==> src/rtl/bitty_pkg.sv <==
// Shared definitions for the bitty Wishbone bridge: register map, CTRL/STATUS
// bit positions and the dispatch FSM encoding.
package bitty_pkg;

  localparam logic [7:0] OFF_CTRL   = 8'h00;
  localparam logic [7:0] OFF_STATUS = 8'h04;
  localparam logic [7:0] OFF_INSTR  = 8'h08;
  localparam logic [7:0] OFF_RESULT = 8'h0C;
  localparam logic [7:0] OFF_IO_OUT = 8'h10;

  localparam int CTRL_ENABLE   = 0;
  localparam int CTRL_IRQ_EN   = 1;
  localparam int CTRL_IO_DRIVE = 2;
  localparam int CTRL_W        = 3;

  localparam int ST_INSTR_FULL   = 0;
  localparam int ST_INSTR_EMPTY  = 1;
  localparam int ST_RESULT_EMPTY = 2;
  localparam int ST_BUSY         = 3;
  localparam int ST_RESULT_OVF   = 4;
  localparam int ST_INSTR_OVF    = 5;
  localparam int ST_COUNT_LSB    = 8;

  typedef enum logic [1:0] {
    FSM_IDLE  = 2'd0,
    FSM_ISSUE = 2'd1,
    FSM_WAIT  = 2'd2
  } fsm_state_t;

endpackage

==> src/rtl/bitty_fifo.sv <==
// Show-ahead synchronous FIFO used for both the instruction and result queues.
// A pop in the same cycle as a push to a full FIFO frees the slot for that push.
module bitty_fifo #(
  parameter int WIDTH = 16,
  parameter int DEPTH = 4
) (
  input  logic                     clk,
  input  logic                     rst,
  input  logic                     push,
  input  logic [WIDTH-1:0]         push_data,
  input  logic                     pop,
  output logic [WIDTH-1:0]         head,
  output logic                     full,
  output logic                     empty,
  output logic [$clog2(DEPTH):0]   count
);

  localparam int AW = $clog2(DEPTH);
  localparam int CW = AW + 1;

  logic [WIDTH-1:0] mem_q [DEPTH];
  logic [AW-1:0]    rd_ptr_q, rd_ptr_d;
  logic [AW-1:0]    wr_ptr_q, wr_ptr_d;
  logic [CW-1:0]    count_q, count_d;
  logic             pop_ok, push_ok;

  assign empty  = (count_q == '0);
  assign full   = (count_q == CW'(DEPTH));
  assign count  = count_q;
  assign head   = mem_q[rd_ptr_q];

  assign pop_ok  = pop & ~empty;
  assign push_ok = push & (~full | pop_ok);

  always_comb begin
    rd_ptr_d = rd_ptr_q + AW'(pop_ok);
    wr_ptr_d = wr_ptr_q + AW'(push_ok);
    count_d  = count_q;
    case ({push_ok, pop_ok})
      2'b10:   count_d = count_q + CW'(1);
      2'b01:   count_d = count_q - CW'(1);
      default: count_d = count_q;
    endcase
  end

  always_ff @(posedge clk or posedge rst) begin
    if (rst) begin
      rd_ptr_q <= '0;
      wr_ptr_q <= '0;
      count_q  <= '0;
    end else begin
      rd_ptr_q <= rd_ptr_d;
      wr_ptr_q <= wr_ptr_d;
      count_q  <= count_d;
    end
  end

  // Storage needs no reset; count gates every read of stale entries.
  always_ff @(posedge clk) begin
    if (push_ok) mem_q[wr_ptr_q] <= push_data;
  end

endmodule

==> src/rtl/bitty_wb_bridge.sv <==
// Wishbone slave that queues instructions for a bitty core and collects results.
// Define BITTY_LA_DEBUG_EN to expose core result/FSM state on the LA and allow an LA issue hold.
module bitty_wb_bridge
  import bitty_pkg::*;
#(
  parameter int          BITS       = 16,
  parameter int          FIFO_DEPTH = 4,
  parameter logic [31:0] ADDR_BASE  = 32'h3000_0000
) (
  input  logic              wb_clk_i,
  input  logic              wb_rst_i,
  input  logic              wbs_stb_i,
  input  logic              wbs_cyc_i,
  input  logic              wbs_we_i,
  input  logic [3:0]        wbs_sel_i,
  input  logic [31:0]       wbs_dat_i,
  input  logic [31:0]       wbs_adr_i,
  output logic              wbs_ack_o,
  output logic [31:0]       wbs_dat_o,
  input  logic [127:0]      la_data_in,
  output logic [127:0]      la_data_out,
  input  logic [127:0]      la_oenb,
  input  logic [BITS-1:0]   io_in,
  output logic [BITS-1:0]   io_out,
  output logic [BITS-1:0]   io_oeb,
  output logic [2:0]        irq,
  output logic [BITS-1:0]   core_instr_o,
  output logic              core_run_o,
  input  logic              core_done_i,
  input  logic [BITS-1:0]   core_dout_i
);

  localparam int CW = $clog2(FIFO_DEPTH) + 1;

  fsm_state_t        state_q, state_d;
  logic [BITS-1:0]   instr_q, instr_d;
  logic [CTRL_W-1:0] ctrl_q, ctrl_d;
  logic [BITS-1:0]   io_out_q, io_out_d;
  logic              res_ovf_q, res_ovf_d;
  logic              instr_ovf_q, instr_ovf_d;
  logic              ack_q, ack_d;
  logic [31:0]       dat_q, dat_d;

  logic              hit, accept;
  logic [7:0]        off;
  logic [31:0]       lane_mask;
  logic [31:0]       rdata;
  logic [31:0]       status_word;
  logic [31:0]       instr_count_ext;
  logic              la_hold;

  logic              instr_push, instr_pop, instr_full, instr_empty;
  logic [BITS-1:0]   instr_head;
  logic [CW-1:0]     instr_count;
  logic              res_push, res_pop, res_full, res_empty;
  logic [BITS-1:0]   res_head;
  logic [CW-1:0]     res_count;

  assign hit    = wbs_cyc_i & wbs_stb_i & (wbs_adr_i[31:8] == ADDR_BASE[31:8]);
  // The ack cycle blocks a second accept while the master still holds stb.
  assign accept = hit & ~ack_q;
  assign off    = wbs_adr_i[7:0];

  for (genvar gi = 0; gi < 4; gi++) begin : g_lane
    assign lane_mask[8*gi +: 8] = {8{wbs_sel_i[gi]}};
  end

  assign instr_push = accept & wbs_we_i & (off == OFF_INSTR) & (|wbs_sel_i);
  assign res_pop    = accept & ~wbs_we_i & (off == OFF_RESULT) & ~res_empty;

  bitty_fifo #(.WIDTH(BITS), .DEPTH(FIFO_DEPTH)) u_instr_fifo (
    .clk       (wb_clk_i),
    .rst       (wb_rst_i),
    .push      (instr_push),
    .push_data (wbs_dat_i[BITS-1:0]),
    .pop       (instr_pop),
    .head      (instr_head),
    .full      (instr_full),
    .empty     (instr_empty),
    .count     (instr_count)
  );

  bitty_fifo #(.WIDTH(BITS), .DEPTH(FIFO_DEPTH)) u_result_fifo (
    .clk       (wb_clk_i),
    .rst       (wb_rst_i),
    .push      (res_push),
    .push_data (core_dout_i),
    .pop       (res_pop),
    .head      (res_head),
    .full      (res_full),
    .empty     (res_empty),
    .count     (res_count)
  );

  always_comb begin
    state_d   = state_q;
    instr_d   = instr_q;
    instr_pop = 1'b0;
    res_push  = 1'b0;
    case (state_q)
      FSM_IDLE: begin
        if (ctrl_q[CTRL_ENABLE] && !instr_empty && !la_hold) begin
          instr_pop = 1'b1;
          instr_d   = instr_head;
          state_d   = FSM_ISSUE;
        end
      end
      FSM_ISSUE: state_d = FSM_WAIT;
      FSM_WAIT: begin
        if (core_done_i) begin
          res_push = 1'b1;
          state_d  = FSM_IDLE;
        end
      end
      default: state_d = FSM_IDLE;
    endcase
  end

  assign instr_count_ext = 32'(instr_count);

  always_comb begin
    status_word                        = '0;
    status_word[ST_INSTR_FULL]         = instr_full;
    status_word[ST_INSTR_EMPTY]        = instr_empty;
    status_word[ST_RESULT_EMPTY]       = res_empty;
    status_word[ST_BUSY]               = (state_q != FSM_IDLE);
    status_word[ST_RESULT_OVF]         = res_ovf_q;
    status_word[ST_INSTR_OVF]          = instr_ovf_q;
    status_word[ST_COUNT_LSB +: 4]     = instr_count_ext[3:0];
  end

  always_comb begin
    ctrl_d      = ctrl_q;
    io_out_d    = io_out_q;
    res_ovf_d   = res_ovf_q;
    instr_ovf_d = instr_ovf_q;
    rdata       = '0;
    ack_d       = accept;
    dat_d       = '0;
    if (accept) begin
      case (off)
        OFF_CTRL: begin
          rdata = 32'(ctrl_q);
          if (wbs_we_i && wbs_sel_i[0]) ctrl_d = wbs_dat_i[CTRL_W-1:0];
        end
        OFF_STATUS: begin
          rdata = status_word;
          if (wbs_we_i && wbs_sel_i[0]) begin
            if (wbs_dat_i[ST_RESULT_OVF]) res_ovf_d   = 1'b0;
            if (wbs_dat_i[ST_INSTR_OVF])  instr_ovf_d = 1'b0;
          end
        end
        OFF_RESULT: begin
          if (!res_empty) rdata = 32'(res_head);
        end
        OFF_IO_OUT: begin
          rdata = 32'(io_out_q);
          if (wbs_we_i)
            io_out_d = (io_out_q & ~lane_mask[BITS-1:0]) |
                       (wbs_dat_i[BITS-1:0] & lane_mask[BITS-1:0]);
        end
        default: rdata = '0;
      endcase
      dat_d = wbs_we_i ? 32'h0 : rdata;
    end
    // New overflow events win over a same-cycle clear.
    if (instr_push && instr_full && !instr_pop) instr_ovf_d = 1'b1;
    if (res_push && res_full && !res_pop)       res_ovf_d   = 1'b1;
  end

  always_ff @(posedge wb_clk_i or posedge wb_rst_i) begin
    if (wb_rst_i) begin
      state_q     <= FSM_IDLE;
      instr_q     <= '0;
      ctrl_q      <= '0;
      io_out_q    <= '0;
      res_ovf_q   <= 1'b0;
      instr_ovf_q <= 1'b0;
      ack_q       <= 1'b0;
      dat_q       <= '0;
    end else begin
      state_q     <= state_d;
      instr_q     <= instr_d;
      ctrl_q      <= ctrl_d;
      io_out_q    <= io_out_d;
      res_ovf_q   <= res_ovf_d;
      instr_ovf_q <= instr_ovf_d;
      ack_q       <= ack_d;
      dat_q       <= dat_d;
    end
  end

  assign wbs_ack_o    = ack_q;
  assign wbs_dat_o    = dat_q;
  assign core_instr_o = instr_q;
  assign core_run_o   = (state_q == FSM_ISSUE);
  assign io_out       = io_out_q;
  assign io_oeb       = {BITS{~ctrl_q[CTRL_IO_DRIVE]}};
  assign irq          = {1'b0,
                         ctrl_q[CTRL_IRQ_EN] & (res_ovf_q | instr_ovf_q),
                         ctrl_q[CTRL_IRQ_EN] & ~res_empty};

`ifdef BITTY_LA_DEBUG_EN
  logic [BITS-1:0] last_dout_q, last_dout_d;
  logic [127:0]    la_out;

  always_comb begin
    last_dout_d = last_dout_q;
    if (res_push) last_dout_d = core_dout_i;
  end

  always_ff @(posedge wb_clk_i or posedge wb_rst_i) begin
    if (wb_rst_i) last_dout_q <= '0;
    else          last_dout_q <= last_dout_d;
  end

  always_comb begin
    la_out                  = '0;
    la_out[BITS-1:0]        = last_dout_q;
    la_out[BITS+1:BITS]     = state_q;
  end

  assign la_data_out = la_out;
  assign la_hold     = ~la_oenb[65] & la_data_in[65];
`else
  assign la_data_out = '0;
  assign la_hold     = 1'b0;
`endif

  logic unused_ok;
  assign unused_ok = &{1'b0, io_in, la_data_in, la_oenb, wbs_dat_i, wbs_adr_i,
                       lane_mask, instr_count_ext, res_count};

endmodule

==> config.mk <==
export PLATFORM = sky130hd
export DESIGN_NAME = bitty_wb_bridge
export DESIGN_NICKNAME = d
export VERILOG_FILES = /design/src/rtl/bitty_pkg.sv /design/src/rtl/bitty_fifo.sv /design/src/rtl/bitty_wb_bridge.sv
export SDC_FILE = /design/constraint.sdc
export NUM_CORES = 1
export LEC_CHECK = 0
export BUFFER_PORTS_ARGS = -buffer_cell sky130_fd_sc_hd__buf_2
export CAP_MARGIN = 10
export CORE_AREA = 3 3 220 222
export CTS_CLUSTER_SIZE = 8
export DETAILED_ROUTE_END_ITERATION = 8
export DIE_AREA = 0 0 223 225
export HOLD_SLACK_MARGIN = 0.05
export PLACE_DENSITY = 0.49
export SYNTH_ARGS = -nofsm -noshare
export SYNTH_HDL_FRONTEND = slang
export SYNTH_SLANG_ARGS = --single-unit
==> constraint.sdc <==
create_clock -name wb_clk_i -period 10.1 [get_ports wb_clk_i]
set_input_delay 1.01 -clock wb_clk_i [delete_from_list [all_inputs] [get_ports wb_clk_i]]
set_output_delay 1.01 -clock wb_clk_i [all_outputs]
set_load 0.005 [all_outputs]
==> qor.yml, run 1 <==
drt:
  first_pass_iters: 4
  vias_per_cell: 3.52
  dr_total_vias: 4736
  drt_wl_total_mm: 22.4
  wl_per_cell_um: 16.6
  drt_iter0_drc: 255
  route.detailed.drc: 0
  ant_nets: 0
sta:
  rsz0062_at_grt: "false"
  finalClockSkew_ns: 0.0101
  finalMaxSlewViolations: 0
  worst-slew-pin-transition_ns: 1.10
  fin_setup_tns_ns: 0
  finalHoldViolCount: 0
  fmax_mhz: 240
  finalSetupViolCount: 0
  setup_ws_ns: 5.94
  fin_crit_ns: 4.16
  timing.final.crit_share: 0.412
  maxSlewHeadroom: 0.258
yosys:
  synth-edff-count: 128
  synth.top_cell.area_share: 0.425
  syn_area_per_cell_um2: 15.1
  synthFlopType: "edfxtp_1"
  synth_cells: 597
  ys_seq_elements: 198
  netlist_top_cells_area: "edfxtp_1 (43%), dfrtp_1 (19%), buf_4 (13%)"
  synth.yosys.seq_area_share: 0.619
  ys_async_sr_fraction: 0.354
  yosys_warnings: 0
  synth_area_um2: 9040
  synth_area_leader_cell: "edfxtp_1"
  synth_cell_types: 52
grt:
  antenna_found_initial: 1
  grt_pass1_wl_mm: 31.8
  grt_pass1_vias: 4650
  grt_max_degree: 56
  grt-ovfl-total: 0
  grt_use_total: 0.0868
place:
  dp_hpwl_mm: 16.2
  port_buffers: 141
  place_ws_ns: 5.41
  gp_congestion: 0.738
finish:
  antenna_cells: 0
  layout-area-overhead-vs-synth_pct: 16.4
  drive_gt1_frac: 0.359
  seqCellArea_um2: 5600
  nNetsFinal: 1094
  fillers: 4887
  multi_input_area_um2: 2710
hold_path:
  hold_path_class: "reg -> reg"
die:
  row_count: 79
  start_util: 0.194
  ios: 575
  core-area_um2: 46600
  die_y_um: 225
  die-area_um2: 50200
  die_w_um: 223
clock_tree:
  cts_made_buffers: 17
  clock_latency_ns: 0.44
  cts_tree: "yes"
  postCtsHoldBufs: 0
  cts_setup_buffers: 0
  clk_pin_slew_ns: 0.07
  htreeDepth: 4
  cts_buffer_depth: 2
  post_cts_resized: 0
  cts_sinks: 198
  cts-root-buf: "clkbuf_16"
worst_setup_path:
  cp-start-kind: "primary input"
  crit_path_end_kind: "register"
  cp.required_ns: 10.15
  cp.arrival_ns: 4.22
  worst-setup-path-type: "in -> reg"
  cp_max_fo: 16
pwr:
  max-vdd-ir-drop_mv: 0.119
  cellPowerDensity_nw_per_um2: 159
  power.leakage_nw: 4.26
flow_run:
  cap_violations: 0
outcome:
  status: "finished, final reports clean"
==> final timing paths <==
kind                                 startpoint                    endpoint  slack, ns  cells after the start
worst min-delay path            core_instr_o[6]             core_instr_o[6]       0.47                      2
worst max register to register        wbs_ack_o  u_result_fifo.mem_q[2][15]       6.52                      5
min in group asynchronous              wb_rst_i            core_instr_o[10]       0.51                      2
worst max-delay path               wbs_adr_i[7]  u_result_fifo.mem_q[2][15]       5.94                      6
max in group asynchronous              wb_rst_i                wbs_dat_o[6]       8.49                      3
worst min register to register  core_instr_o[6]             core_instr_o[6]       0.47                      2
==> layer usage <==
layer / vias to the layer above / track usage / part of all wire
li1: 2153 / - / -
met1: 2420 / 0.128 / 0.49
met2: 150 / 0.126 / 0.45
met3: 11 / 0.0241 / 0.052
met4: 2 / 0.0189 / 0.0060
met5: - / 0 / 0.00031
==> Yosys cell counts (3+ instances only) <==
| cell type | n |
|---|---|
| nand3_1 | 9 |
| xor2_1 | 6 |
| nor3b_1 | 3 |
| nor2b_1 | 4 |
| and3_1 | 3 |
| buf_4 | 160 |
| nand4_1 | 4 |
| nor2_1 | 17 |
| nand2_1 | 16 |
| a31oi_1 | 3 |
| nor3_1 | 6 |
| o21ai_0 | 3 |
| mux4_2 | 32 |
| nor4_2 | 4 |
| buf_2 | 4 |
| ha_1 | 5 |
| nor4_1 | 4 |
| a22oi_1 | 14 |
| nor3_2 | 3 |
| a21oi_1 | 5 |
| edfxtp_1 | 128 |
| inv_1 | 10 |
| mux2_2 | 35 |
| dfrtp_1 | 70 |
| clkbuf_1 | 11 |
==> power breakdown <==
group | switching (mW) | internal, mW | total [mW]
clock network | 0.314 | 0.450 | 0.763
registers | 0.00000000144 | 0.863 | 0.863
logic | 0.0372 | 0.0122 | 0.0493
==> metrics by stage <==
step / hold WS [ns] / total power, mW / util / cell area, µm² / std cells
final: 0.472 / 1.68 / 0.226 / 10500 / 1345
after global routing: 0.515 / 1.74 / 0.226 / 10500 / 1345
after CTS: 0.478 / 1.69 / 0.225 / 10500 / 1344
after detailed placement: 0.460 / 0.930 / 0.211 / 9830 / 1312
after global placement: 0.468 / 0.928 / 0.211 / 9830 / 1312
after floorplan: 0.461 / 0.941 / - / 9580 / 741
==> layout make-up <==
cell class / instances / area share
Sequential cell: 198 / 0.532
Multi-Input combinational cell: 353 / 0.258
Tap cell: 607 / 0.0722
Timing Repair Buffer: 144 / 0.0711
Clock buffer: 18 / 0.0417
Clock inverter: 14 / 0.0212
Inverter: 11 / 0.00416
==> cells by family after synthesis <==
kind of cell,count (synthesis),share of synthesized area
adders and majority gates,7,0.0113
other,1,0.000415
muxes,68,0.124
buffers and inverters,190,0.148
and+or+nand+nor,89,0.0608
xor gates and xnor gates,8,0.00775
DFF,198,0.619
AOI/OAI and AO/OA,36,0.0288
==> sequential cells by signal, indices dropped and copies added (netlist names), named ones only <==
register,flops
core_instr_o,16
ctrl_q,3
instr_ovf_q,1
res_ovf_q,1
state_q,2
u_instr_fifo.count,3
u_instr_fifo.mem_q,64
u_instr_fifo.rd_ptr_q,2
u_instr_fifo.wr_ptr_q,2
u_result_fifo.count,3
u_result_fifo.mem_q,64
u_result_fifo.rd_ptr_q,2
u_result_fifo.wr_ptr_q,2
wbs_ack_o,1
wbs_dat_o,16
==> critical path: stages <==
cell     delay [ns]
buf_2          0.10
nor4_1         0.57
nand3_1        0.30
nor4_2         0.67
o21ai_0        0.58
nor3b_4        0.96
==> cells in the final DEF, fill, tap and decap left out, types with 14 or more instances in the layout <==
master       n
conb_1     145
buf_2      141
edfxtp_1   128
dfrtp_1     70
mux2_2      35
mux4_2      32
clkbuf_16   17
nor2_1      16
nand2_1     16
a22oi_1     14
Power figures use the tool's default switching activity.
==> run 2, diff against run 1 <==
Settings changed: PLACE_DENSITY 0.49 to 0.5.
Clock period 10.1 ns to 3.6 ns, I/O delays scaled along.
==> run 2 against run 1 <==
Net effect: highest routed layer unchanged; cell count increased by 1.3%; via count increased by 2.9%; design area decreased by 0.11%; die area unchanged; count of clock-buffer cells in the layout decreased by 1; combinational power increased to 2.8 times the previous value; sequential power increased to 2.8 times the previous value; first-iteration DRC count decreased by 5.5%.
==> qor.yml, run 2 (synthesis gave the netlist of run 1 again) <==
worst_setup_path:
  worst-setup-path-type: "reg -> reg"  # was in -> reg
  crit_path_end_kind: "register"  # unchanged
  crit_chain: "nor4_2 > nand4_1 > or2_1 > or4_4 > ha_1 > inv_1 > fa_1 > xor2_1 > nor2_1 > xor2_1"  # was buf_2 > nor4_1 > nand3_1 > nor4_2 > o21ai_0 > nor3b_4
  r2r-start: "wbs_ack_o"  # unchanged
  rr_worst_depth: 10  # was 5
  cp_slowest_cell: "or4_4"  # was nor3b_4
  cp.required_ns: 3.91  # was 10.15 ns
  crit_buf_inv: 1  # unchanged
  cp.arrival_ns: 3.10  # was 4.22 ns
  cp_max_fo: 5  # was 16
  r2r-end: "u_instr_fifo.count[2]"  # was u_result_fifo.mem_q[2][15]
  cp-start-kind: "register"  # was primary input
  slowest_delay_ns: 0.61  # was 0.96 ns
  cp_top_family: "simple AND/OR/NAND/NOR gates"  # unchanged
  cp_common_cell: "xor2_1"
  r2r_setup_slack_ns: 0.81  # was 6.52 ns
finish:
  final_cells: 1362  # was 1345
  reg_top3: "u_instr_fifo.mem_q: 64 flops, u_result_fifo.mem_q: 64 flops"  # unchanged
  layout-area-overhead-vs-synth_pct: 16.2  # was 16.4%
  nNetsFinal: 1110  # was 1094
  layout_commonest_cell: "conb_1"  # unchanged
  drive_gt1_frac: 0.371  # was 0.359
  mostFrequentLayoutCells: "conb_1 (145), buf_2 (141), edfxtp_1 (128)"  # unchanged
die:
  start_util: 0.194  # unchanged
  die_y_um: 225  # unchanged
  die_w_um: 223  # unchanged
  row_count: 79  # unchanged
  core-area_um2: 46600  # unchanged
  ios: 575  # unchanged
  die-area_um2: 50200  # unchanged
outcome:
  status: "finished, final reports clean"  # unchanged
clock_tree:
  cts_buffer_depth: 2  # unchanged
  htreeDepth: 4  # unchanged
  cts_tree: "yes"  # unchanged
  postCtsHoldBufs: 0  # unchanged
  clk_pin_slew_ns: 0.08  # was 0.07 ns
  cts_setup_buffers: 0  # unchanged
  cts_sinks: 198  # unchanged
  clock_latency_ns: 0.44  # about the same
  post_cts_resized: 0  # unchanged
  cts_made_buffers: 17  # unchanged
  cts-root-buf: "clkbuf_16"  # unchanged
sta:
  finalSetupViolCount: 0  # unchanged
  timing.final.crit_share: 0.775
  fin_setup_tns_ns: 0  # unchanged
  finalMaxSlewViolations: 0  # unchanged
  fmax_mhz: 359
  finalHoldViolCount: 0  # unchanged
  fin_crit_ns: 2.79
  finalClockSkew_ns: 0.0149  # was 0.0101 ns
  worst-slew-pin-transition_ns: 0.942  # was 1.10 ns
  maxSlewHeadroom: 0.372  # was 0.258
  rsz0062_at_grt: "false"  # unchanged
flow_run:
  cap_violations: 0  # unchanged
drt:
  drt_wl_total_mm: 22.5  # was 22.4 mm
  first_pass_iters: 5  # was 4
  drt_iter0_drc: 241  # was 255
  wl_per_cell_um: 16.5  # was 16.6 µm
  dr_total_vias: 4874  # was 4736
  vias_per_cell: 3.58  # was 3.52
  ant_nets: 0  # unchanged
  route.detailed.drc: 0  # unchanged
pwr:
  cellPowerDensity_nw_per_um2: 426  # was 159 nW/µm²
  max-vdd-ir-drop_mv: 0.319  # was 0.119 mV
  power.leakage_nw: 4.32  # was 4.26 nW
grt:
  grt_pass1_wl_mm: 31.8  # about the same
  grt-ovfl-total: 0  # unchanged
  antenna_found_initial: 1  # unchanged
  grt_use_total: 0.0864  # was 0.0868
  grt_max_degree: 40  # was 56
  grt_pass1_vias: 4668  # was 4650
place:
  port_buffers: 141  # unchanged
  place_inst: 1329  # was 1312
  gp_congestion: 0.722  # was 0.738
  dp_hpwl_mm: 16.8  # was 16.2 mm
hold_path:
  hold_path_class: "in -> async"  # was reg -> reg
==> run 2: layer usage <==
metal | vias up | wire [µm] | track usage
met3 | 16 | 1460 | 0.0255
li1 | 2184 | - | -
met4 | 2 | 192 | 0.0215
met2 | 179 | 10400 | 0.126
met1 | 2493 | 10400 | 0.126
met5 | - | 10 | 0
==> run 2: worst max path at each step <==
stage                             start                        to  slack [ns]  cells after the start
after global routing          wbs_ack_o     u_instr_fifo.count[2]        0.59                     10
after global placement    wbs_adr_i[23]     u_instr_fifo.count[2]        0.67                     11
final                         wbs_ack_o     u_instr_fifo.count[2]        0.81                     10
after floorplan           wbs_adr_i[23]  u_instr_fifo.mem_q[0][0]        0.24                      7
after detailed placement  wbs_adr_i[18]     u_instr_fifo.count[2]        0.65                     11
after CTS                     wbs_ack_o     u_instr_fifo.count[2]        0.71                     10
==> run 2: final cells by class <==
class | count | area (µm²)
Fill cell | 4895 | 36000
Sequential cell | 198 | 5600
Multi-Input combinational cell | 353 | 2670
Timing Repair Buffer | 160 | 848
Tap cell | 607 | 759
Clock buffer | 17 | 425
Clock inverter | 15 | 164
Inverter | 11 | 42.5
Antenna cell | 1 | 2.50
==> run 2: report_power, final <==
part | total, mW | internal [mW] | switching (mW)
sequential | 2.42 | 2.42 | 0.00000000426
combinational | 0.140 | 0.0349 | 0.105
clock | 1.91 | 0.989 | 0.921
==> run 2: stage by stage <==
step | setup slack [ns] | instance area (µm²) | total power, mW | hold slack, ns | utilization
after CTS | 0.712 | 10500 | 4.52 | 0.120 | 0.226
final | 0.811 | 10500 | 4.47 | 0.128 | 0.226
after global routing | 0.587 | 10500 | 4.64 | 0.123 | 0.226
after detailed placement | 0.647 | 9920 | 2.61 | 0.459 | 0.213
after global placement | 0.667 | 9920 | 2.60 | 0.475 | 0.213
after floorplan | 0.239 | 9580 | 2.64 | 0.459 | -
==> run 3, diff against run 2 <==
Settings changed: PLACE_DENSITY 0.5 to 0.49.
Clock period 3.6 ns to 2.7 ns, I/O delays scaled along.
==> run 3 against run 2 <==
Net effect: count of clock-buffer cells in the layout grew 2; fmax increased by 11%; non-clock buffer count increased by 32; worst setup slack lost 0.63 ns; routed wire length fell by 0.50%; critical path type unchanged; largest cell class unchanged.
==> qor.yml, run 3 (synthesis gave the netlist of run 1 again) <==
place:
  dp_hpwl_mm: 16.6  # was 16.8 mm
  gp_congestion: 0.737  # was 0.722
  place_ws_ns: -0.0869  # was 0.647 ns
  placed_area_um2: 10200  # was 9920 µm²
  port_buffers: 141  # unchanged
  place_inst: 1344  # was 1329
drt:
  wl_per_cell_um: 16.1  # was 16.5 µm
  first_pass_iters: 4  # was 5
  drt_wl_total_mm: 22.4  # was 22.5 mm
  dr_total_vias: 4929  # was 4874
  route.detailed.drc: 0  # unchanged
  drt_iter0_drc: 272  # was 241
  ant_nets: 0  # unchanged
  vias_per_cell: 3.54  # was 3.58
grt:
  antenna_found_initial: 1  # unchanged
  grt_pass1_vias: 4731  # was 4668
  grt_use_total: 0.0861  # was 0.0864
  grt-ovfl-total: 0  # unchanged
  grt_pass1_wl_mm: 31.8  # about the same
  grt_max_degree: 42  # was 40
die:
  die-area_um2: 50200  # unchanged
  die_w_um: 223  # unchanged
  die_y_um: 225  # unchanged
  row_count: 79  # unchanged
  start_util: 0.194  # unchanged
  ios: 575  # unchanged
  core-area_um2: 46600  # unchanged
finish:
  final_cells: 1393  # was 1362
  nNetsFinal: 1142  # was 1110
  finalInstanceArea_um2: 11000  # was 10500 µm²
  reg_top3: "u_instr_fifo.mem_q: 64 flops, u_result_fifo.mem_q: 64 flops"  # unchanged
  layout_commonest_cell: "conb_1"  # unchanged
  layout-area-overhead-vs-synth_pct: 21.9  # was 16.2%
  antenna_cells: 0  # was 1
  drive_gt1_frac: 0.380  # was 0.371
  final_util: 0.237  # was 0.226
  mostFrequentLayoutCells: "conb_1 (145), buf_2 (141), edfxtp_1 (128)"  # unchanged
clock_tree:
  cts-root-buf: "clkbuf_16"  # unchanged
  cts_buffer_depth: 2  # unchanged
  cts_sinks: 198  # unchanged
  cts_made_buffers: 17  # unchanged
  clk_pin_slew_ns: 0.07  # was 0.08 ns
  clock_latency_ns: 0.43  # was 0.44 ns
  cts_tree: "yes"  # unchanged
  htreeDepth: 4  # unchanged
worst_setup_path:
  cp_top_family: "simple AND/OR/NAND/NOR gates"  # unchanged
  cp.required_ns: 2.84  # was 3.91 ns
  slowest_delay_ns: 0.55  # was 0.61 ns
  cp_slowest_cell: "or4_4"  # unchanged
  worst-setup-path-type: "reg -> reg"  # unchanged
  crit_path_end_kind: "register"  # unchanged
  crit_chain: "nor4_2 > nand4_1 > or2_4 > or4_4 > buf_4 > nor3b_4 > buf_12"  # was nor4_2 > nand4_1 > or2_1 > or4_4 > ha_1 > inv_1 > fa_1 > xor2_1 > nor2_1 > xor2_1
  crit_buf_inv: 2  # was 1
  cp_max_fo: 16  # was 5
  cp-start-kind: "register"  # unchanged
  cp.arrival_ns: 2.66  # was 3.10 ns
sta:
  worst-slew-pin-transition_ns: 0.668  # was 0.942 ns
  timing.final.crit_share: 0.932  # was 0.775
  setup_ws_ns: 0.184  # was 0.811 ns
  fin_hold_ws_ns: 0.0833  # was 0.128 ns
  fin_setup_tns_ns: 0  # unchanged
  fmax_mhz: 397  # was 359 MHz
  fin_crit_ns: 2.52  # was 2.79 ns
  maxSlewHeadroom: 0.555  # was 0.372
  finalHoldViolCount: 0  # unchanged
  finalSetupViolCount: 0  # unchanged
  finalClockSkew_ns: 0.00880  # was 0.0149 ns
  finalMaxSlewViolations: 0  # unchanged
  rsz0062_at_grt: "false"  # unchanged
hold_path:
  hold_path_class: "in -> reg"  # was in -> async
flow_run:
  cap_violations: 0  # unchanged
pwr:
  power.leakage_nw: 4.50  # was 4.32 nW
  total_power_mw: 6.21  # was 4.47 mW
  cellPowerDensity_nw_per_um2: 564  # was 426 nW/µm²
  max-vdd-ir-drop_mv: 0.427  # was 0.319 mV
outcome:
  status: "finished, final reports clean"  # unchanged
## run 3: layer usage
metal | wire [µm] | part of all wire | GRT usage | up-vias
met1 | 10500 | 0.47 | 0.128 | 2501
met5 | 13 | 0.00058 | 0 | -
li1 | - | - | - | 2244
met2 | 10300 | 0.46 | 0.126 | 170
met4 | 153 | 0.0068 | 0.0215 | 2
met3 | 1420 | 0.063 | 0.0205 | 12
## run 3: area by class of cell
cell class / instances / area [µm²]
sequential: 198 / 5600
clock inverter: 13 / 204
clock buffer: 19 / 433
fill: 4871 / 35500
inverter: 11 / 43.8
tap: 607 / 759
timing repair buffer: 192 / 1250
multi-input combinational: 353 / 2730
## run 3: final timing paths
check,from,end,slack (ns),cells after the start
setup / recovery,wbs_ack_o,u_instr_fifo.mem_q[1][14],0.18,7
hold / removal,core_dout_i[10],u_result_fifo.mem_q[0][10],0.08,1
setup reg to reg,wbs_ack_o,u_instr_fifo.mem_q[1][14],0.18,7
hold reg to reg,core_instr_o[6],core_instr_o[6],0.50,2
max in group asynchronous,wb_rst_i,asynchronous set/reset pin,1.59,4
min in group asynchronous,wb_rst_i,core_instr_o[9],0.45,3
## run 3: repair_timing
item	CTS	global route
hold endpoints to repair	89	0
hold buffers	16	0
gates resized for setup	1	5
gates cloned	0	0
buffers inserted	1	0
setup endpoints to repair	9	114
pin swaps	1	4
## run 3: power by group
group          internal, mW  switching, mW
sequential             3.23  0.00000000633
combinational        0.0643          0.143
clock                  1.64           1.13
total                  4.94           1.27
## run 3: worst reg2reg max path, cell delays in order (launching register included)
cell and delay [ns]:
dfrtp_1 0.42, nor4_2 0.14, nand4_1 0.20, or2_4 0.30
or4_4 0.56, buf_4 0.18, nor3b_4 0.23, buf_12 0.20
